### src/rtl/uart_pkg.sv
// Shared definitions for the command UART: receiver state encoding and the
// standard divider for 19200 baud at 50 MHz.
package uart_pkg;

  typedef enum logic [1:0] {IDLE, START, DATA, STOP} rx_state_t;

  localparam int unsigned BAUD_DIV_19200 = 2604;

endpackage

### src/rtl/rx_sync.sv
// Two-flop synchronizer for an asynchronous single-bit input. The reset value
// is a parameter so idle-high and idle-low lines can both be brought in
// without a spurious edge at reset release.
module rx_sync #(
  parameter logic RESET_VAL = 1'b1
) (
  input  logic clk,
  input  logic rst,
  input  logic async_in,
  output logic sync_out
);

  logic meta;

  // Two-stage capture of the asynchronous input.
  always_ff @(posedge clk) begin
    if (rst) begin
      meta     <= RESET_VAL;
      sync_out <= RESET_VAL;
    end else begin
      // NOTE: non-blocking assignments make both stages sample the old value
      // on the same edge; blocking ones would collapse the chain to one flop.
      meta     <= async_in;
      sync_out <= meta;
    end
  end

endmodule

### src/rtl/uart_rx.sv
// 8N1 UART receiver. Detects a start edge on the synchronized line, samples
// each bit at mid-bit with a down-counting baud timer, and presents the byte
// with a ready flag held until the consumer acknowledges it. Glitched starts
// are dropped silently; bad stop bits and overruns raise sticky flags.
module uart_rx
  import uart_pkg::*;
#(
  parameter int unsigned BAUD_DIV = BAUD_DIV_19200
) (
  input  logic       clk,
  input  logic       rst,
  input  logic       RX,
  input  logic       clr_rdy,
  output logic [7:0] rx_data,
  output logic       rdy,
  output logic       frm_err,
  output logic       ovr_err
);

  localparam logic [15:0] HALF_LOAD = 16'(BAUD_DIV / 2 - 1);
  localparam logic [15:0] FULL_LOAD = 16'(BAUD_DIV - 1);

  rx_state_t   state;
  logic        rx_s;
  logic        rx_q;
  logic [1:0]  sync_valid;
  logic        armed;
  logic [15:0] baud_cnt;
  logic [2:0]  bit_cnt;
  logic [7:0]  shift;

  logic baud_zero;
  logic start_edge;
  logic stop_good;
  logic stop_bad;

  rx_sync #(.RESET_VAL(1'b1)) u_rx_sync (
    .clk      (clk),
    .rst      (rst),
    .async_in (RX),
    .sync_out (rx_s)
  );

  // The synchronizer reads 1 for two cycles after reset regardless of the
  // line. If reset lands while the line is low (mid-frame), that artificial
  // high would look like a falling edge. The receiver only arms once a real
  // high has been seen, so a fresh start edge is required after reset.
  assign baud_zero  = (baud_cnt == 16'd0);
  assign start_edge = armed & rx_q & ~rx_s;
  assign stop_good  = (state == STOP) && baud_zero &&  rx_s;
  assign stop_bad   = (state == STOP) && baud_zero && !rx_s;

  // Edge-detect delay flop and post-reset arming.
  always_ff @(posedge clk) begin
    if (rst) begin
      rx_q       <= 1'b1;
      sync_valid <= 2'b00;
      armed      <= 1'b0;
    end else begin
      rx_q       <= rx_s;
      sync_valid <= {sync_valid[0], 1'b1};
      armed      <= armed | (sync_valid[1] & rx_s);
    end
  end

  // Frame FSM with baud timer, bit counter and LSB-first shift register.
  always_ff @(posedge clk) begin
    if (rst) begin
      state    <= IDLE;
      baud_cnt <= 16'd0;
      bit_cnt  <= 3'd0;
      shift    <= 8'h00;
    end else begin
      case (state)
        IDLE: begin
          if (start_edge) begin
            state    <= START;
            baud_cnt <= HALF_LOAD;
          end
        end
        START: begin
          if (!baud_zero) begin
            baud_cnt <= baud_cnt - 16'd1;
          end else if (rx_s) begin
            state <= IDLE;
          end else begin
            state    <= DATA;
            bit_cnt  <= 3'd0;
            baud_cnt <= FULL_LOAD;
          end
        end
        DATA: begin
          if (!baud_zero) begin
            baud_cnt <= baud_cnt - 16'd1;
          end else begin
            shift    <= {rx_s, shift[7:1]};
            bit_cnt  <= bit_cnt + 3'd1;
            baud_cnt <= FULL_LOAD;
            if (bit_cnt == 3'd7) state <= STOP;
          end
        end
        STOP: begin
          if (!baud_zero) baud_cnt <= baud_cnt - 16'd1;
          else            state    <= IDLE;
        end
        default: state <= IDLE;
      endcase
    end
  end

  // Output byte and status flags; a flag being set wins over clr_rdy.
  always_ff @(posedge clk) begin
    if (rst) begin
      rx_data <= 8'h00;
      rdy     <= 1'b0;
      frm_err <= 1'b0;
      ovr_err <= 1'b0;
    end else if (stop_good) begin
      rx_data <= shift;
      rdy     <= 1'b1;
      frm_err <= 1'b0;
      ovr_err <= rdy | (ovr_err & ~clr_rdy);
    end else if (stop_bad) begin
      frm_err <= 1'b1;
      if (clr_rdy) begin
        rdy     <= 1'b0;
        ovr_err <= 1'b0;
      end
    end else if (clr_rdy) begin
      rdy     <= 1'b0;
      frm_err <= 1'b0;
      ovr_err <= 1'b0;
    end
  end

endmodule

### config.mk
export PLATFORM = sky130hd
export DESIGN_NAME = uart_rx
export DESIGN_NICKNAME = d
export VERILOG_FILES = /design/src/rtl/uart_pkg.sv /design/src/rtl/rx_sync.sv /design/src/rtl/uart_rx.sv
export SDC_FILE = /design/constraint.sdc
export NUM_CORES = 1
export LEC_CHECK = 0
export ABC_AREA = 0
export BUFFER_PORTS_ARGS = -buffer_cell sky130_fd_sc_hd__buf_2
export CAP_MARGIN = 20
export CORE_MARGIN = 10
export CORE_UTILIZATION = 60
export CTS_BUF_LIST = sky130_fd_sc_hd__clkbuf_4
export DETAILED_ROUTE_END_ITERATION = 8
export PLACE_DENSITY = 0.83
export SLEW_MARGIN = 0
export SYNTH_ARGS = -nofsm -noshare
export SYNTH_HDL_FRONTEND = slang
export SYNTH_SLANG_ARGS = --single-unit
### constraint.sdc
create_clock -name clk -period 3 [get_ports clk]
set_input_delay 0.3 -clock clk [delete_from_list [all_inputs] [get_ports clk]]
set_output_delay 0.3 -clock clk [all_outputs]
set_load 0.02 [all_outputs]
; Word level (Yosys, flattened, before mapping)
; Cells that the tools add are included.
[totals]
output_inout_bits = 11
elab_cells = 72
ff_bits = 46
[op_classes]
muxes = 22
reduce_logical = 14
add_sub_neg = 2
n_eq_ne = 12
n_bitwise = 8
[ops]
columns = operator, n
row1 = $mux 16, 5
row2 = $pmux 16 s4, 1
row3 = $logic_not 16->1, 1
row4 = $sub 16x1->16 const B, 1
row5 = $ne 2x2->1 const B, 7
row6 = $mux 2, 6
row7 = $mux 3, 3
row8 = $pmux 2 s4, 1
row9 = $pmux 3 s2, 1
row10 = $reduce_bool 2->1, 3
row11 = $mux 1, 5
row12 = $reduce_and 5->1, 1
row13 = $and 1x1->1, 4
row14 = $eq 2x2->1 const B, 2
row15 = $reduce_and 4->1, 1
row16 = $add 3x1->3 const B, 1
row17 = $eq 3x3->1 const B, 1
row18 = $logic_and 1x1->1, 3
row19 = $ne 3x3->1 const B, 1
row20 = $reduce_and 3->1, 1
row21 = $eq 2x1->1 const B, 1
row22 = $logic_not 2->1, 1
row23 = $not 1->1, 2
row24 = $or 1x1->1, 2
row25 = 3 further kinds, 3

; Longest topological paths before layout
[logic_depth]
word_depth = 4
mapped_depth = 8
mapped_depth_nobuf = 7

; Cells and area by module
; Synthesis repeated with hierarchy kept, for this count alone.
[hier_totals]
hier_cells = 270
area_unflattened_um2 = 2227.1
[modules_own_cells]
columns = mod, cells_per_inst, n_inst, area_each_um2
row1 = uart_rx, 266, 1, 2174.6
row2 = rx_sync, 4, 1, 52.6

; Worst setup path after synthesis
; No wires, ideal clock.
[synth_timing]
path_type = reg2reg
start = register baud_cnt[0]
end = register baud_cnt[8]
t_arrival_ns = 2.141
synth_period_minus_slack_ns = 2.258
stages_incl_launch_ff = 9
path_buffers = 1
required_time_ns = 2.883
path_slack_ns = 0.742
path_cell_list = dfxtp_1 -> inv_1 -> ha_1 -> or3b_2 -> nor4_4 -> buf_6 -> nand2_4 -> a21bo_1 -> a32o_1
[synth_between]
elab_chain_len = 3
[synth_lines]
columns = item, line
row1 = "start, declared", uart_rx.sv:28  ; logic [15:0] baud_cnt;
row2 = "start signal, assigned", uart_rx.sv:83  ; baud_cnt <= baud_cnt - 16'd1;
row3 = "start signal, assigned", uart_rx.sv:94  ; baud_cnt <= baud_cnt - 16'd1;
row4 = "start signal, assigned", uart_rx.sv:103  ; if (!baud_zero) baud_cnt <= baud_cnt - 16'd1;
row5 = $sub 16x1->16 / $logic_not 16->1 (equally long branches), -
row6 = $mux 16 (tied with other cells), uart_rx.sv:103
row7 = $pmux 16 s4 / $reduce_and 3->1 (equally long branches), -
; Parallel ways exist; a longest one is shown, timed or not. The select of a mux whose other input is x is not followed.
; A chain may end at the register's enable or synchronous reset.

; Worst setup path in the final report
; Same ends and word-level chain as after synthesis.

==> results by group <==
Status
  • Outcome: completed

Floorplanning
  • Core area: 3720 sq um
  • FP Rows: 22
  • Die Span Y: 82.6 um
  • Die Width: 82.6 um
  • Boundary Pins: 15
  • Initial Util: 63.2%
  • Die ar.: 6820 sq um

Global route
  • Initial antenna violation count: 0
  • First-pass GRT wire length: 8.07 mm
  • Largest net degree at the start of global routing: 24
  • Total GRT Usage: 14.9%
  • Number of global-route vias before repair: 1736
  • Gr ovfl total: 0

Route
  • Wire per inst: 14.2 um
  • Drt first pass iters: 4
  • DRT antenna net count: 0
  • Met3 WL: 340 um
  • Met2 routed WL: 2.20 mm
  • Drt drc: 0
  • Highest routed layer: met4
  • Via-per-instance ratio: 5.84
  • Drt total wl: 4.77 mm
  • WL met1: 2.17 mm
  • Iter 0 DRT Violations: 157
  • Via count: 1963

Yosys
  • Async SR Flop Fraction: 0%
  • Syn Inst Count: 276
  • Top FF cell, synth: dfxtp_1
  • Netlist cell types: 62
  • Syn_nets: 288
  • Synth area leaders: dfxtp_1 (39%), a21oi_1 (7.9%), nand2_1 (7.8%)
  • Mapped Avg Cell Area: 8.51 sq um
  • EDFF count, synth: 0
  • Post-synth top area share: 39.2%
  • Ys Warns: 0
  • Largest area contributor in the netlist: dfxtp_1
  • Seq cells post-synth: 46
  • Mapped Area: 2350 sq um
  • Sequential element share of the synthesized area: 39.2%

Worst setup path
  • Cell family with most CP delay: simple AND/OR/NAND/NOR gates
  • Setup Crit Path Kind: reg2reg
  • Worst path slowest cell: nor4_4
  • CP Cell Sequence: inv_1, ha_1, or3b_2, nor4_4, buf_4, nand2_4, a21bo_1, a32o_1
  • CP Data Required Time: 3.28 ns
  • Startpoint types: register
  • Critical path capture point type: register
  • CP Max Fanout: 11
  • Reg2Reg Setup Slack: 0.34 ns
  • Buffers and inverters on the worst path: 2
  • Critical Path AT: 2.94 ns
  • Largest stage delay on the critical path: 0.63 ns

Clock network
  • Clk root buf: clkbuf_4
  • CTS tree: done
  • Hold-fix buffers, CTS: 0
  • Clk buf depth: 2
  • CTS HTree Levels: 2
  • Clock Latency Late Sink: 0.37 ns
  • Clock-pin slew on the worst setup and hold paths: 0.13 ns
  • Post-CTS sizing: 0
  • CTS buffer count: 5
  • # clock sinks: 46
  • Post-CTS Setup Bufs: 0

Cells and area
  • # diodes: 0
  • Commonest non-fill, non-tap cells in the layout: nand2_1 (49), dfxtp_1 (46), a21oi_1 (37)
  • Most common cell after layout, fill and taps aside: nand2_1
  • # nets final: 299
  • Layout area overhead: 4.53%
  • Share of cells above drive strength 1: 17.0%
  • Fillers: 313

STA
  • Actual slew at the worst max-slew pin: 0.608 ns
  • Peak Freq: 376 MHz
  • RSZ-0062 raised after global routing: no
  • Setup TNS after final layout: 0 ns
  • Fin crit share: 88.7%
  • Final setup fails: 0
  • Post-layout min period: 2.66 ns
  • Fin. Hold Viols: 0
  • Slew Limit Fails: 0
  • Slew margin rel.: 59.2%
  • Post-route clock skew: 0.0102 ns
  • Hold_ws: 0.105 ns

Power and ir drop
  • Peak VDD IR: 0.000419 V
  • Switch Pwr: 632 uW
  • Pint: 982 uW
  • Sequential power share: 41.6%
  • Combinational power share: 39.9%
  • PD cells: 657 nW/um^2
  • Clock network power share: 18.4%
  • Net Sw Frac: 39.2%
  • P_leak: 0.000987 uW

Placement
  • Hpwl dp: 3.53 mm
  • PortBufs: 14
  • RD Place Congestion: 0.869

Min path
  • Worst hold-check path type: in2reg

Flow run
  • Max Cap Viol: 0
-- per-layer routing --
metal / up-vias / GRT usage (%)
li1: 1003 / -
met1: 903 / 19.1
met2: 52 / 22.9
met3: 5 / 5.18
met4: 0 / 4.68
met5: - / 0
-- flip-flops by register name, summed over array words and instances, names as in the netlist, named ones only --
name	cells
rx_data	8
baud_cnt	16
sync_valid	2
state	1
frm_err	1
rx_q	1
bit_cnt	3
ovr_err	1
armed	1
shift	8
u_rx_sync.meta	1
rdy	1
u_rx_sync.sync_out	1
-- cell usage after synthesis, types with 2 or more instances --
master,count
a211o_1,3
a211oi_1,3
a21o_1,3
a21oi_1,37
a21oi_2,2
a32o_1,2
and3_1,2
and3_2,2
buf_2,2
buf_4,2
buf_6,3
clkbuf_1,3
clkbuf_8,2
dfxtp_1,46
ha_1,8
inv_1,12
nand2_1,49
nand2b_1,3
nand3_1,2
nand3b_1,2
nor2_1,19
nor2b_1,3
nor3_1,8
nor4_1,4
o211ai_1,2
o21ai_0,5
o21bai_1,2
o32ai_1,3
or2_2,3
or3_1,2
or3_2,2
or4_1,4
or4_4,2
-- logic make-up after synthesis --
family	Yosys count	synth area share, %
adders and majority gates	8	4.26
muxes	1	0.426
AOI/OAI and AO/OA	77	23.1
buffers and inverters	24	6.07
DFF	46	39.2
and+or+nand+nor	120	27.0
-- power by group through the flow --
stage / combinational, uW / clock (uW) / sequential (uW)
after detailed placement: 632 / 0 / 685
final: 644 / 298 / 672
after CTS: 635 / 305 / 671
after global placement: 625 / 0 / 684
after floorplan: 563 / 0 / 676
after global routing: 702 / 330 / 677
-- stage by stage --
stage | total power [uW] | worst slack, ns | area, sq um | utilization (%) | std cells
6_report | 1610 | 0.339 | 2460 | 66.1 | 336
5_1_grt | 1710 | 0.178 | 2460 | 66.1 | 336
4_1_cts | 1610 | 0.353 | 2460 | 66.1 | 336
3_5_place_dp | 1320 | 0.389 | 2400 | 64.5 | 328
3_3_place_gp | 1310 | 0.444 | 2400 | 64.5 | 328
2_1_floorplan | 1240 | 0.742 | 2350 | - | 276
-- final timing paths --
path | cells after the start | start | end
hold / removal | 2 | RX | u_rx_sync.meta
setup reg to reg | 8 | baud_cnt[0] | baud_cnt[8]
setup / recovery | 8 | baud_cnt[0] | baud_cnt[8]
hold reg to reg | 1 | u_rx_sync.meta | u_rx_sync.sync_out
-- worst register-to-register path: stages (launching register included) --
cell     delay [ns]
dfxtp_1        0.35
inv_1          0.10
ha_1           0.20
or3b_2         0.58
nor4_4         0.63
buf_4          0.25
nand2_4        0.07
a21bo_1        0.19
a32o_1         0.19
-- area by class of cell --
cell class | instances | area, sq um | share of cell area [%]
sequential | 46 | 921 | 37.5
timing repair buffer | 16 | 85.1 | 3.46
inverter | 12 | 45.0 | 1.83
multi-input combinational | 206 | 1290 | 52.4
tap | 48 | 60.1 | 2.45
clock buffer | 5 | 37.5 | 1.53
clock inverter | 3 | 21.3 | 0.866
Note: power is estimated with default switching activity, not from simulation.
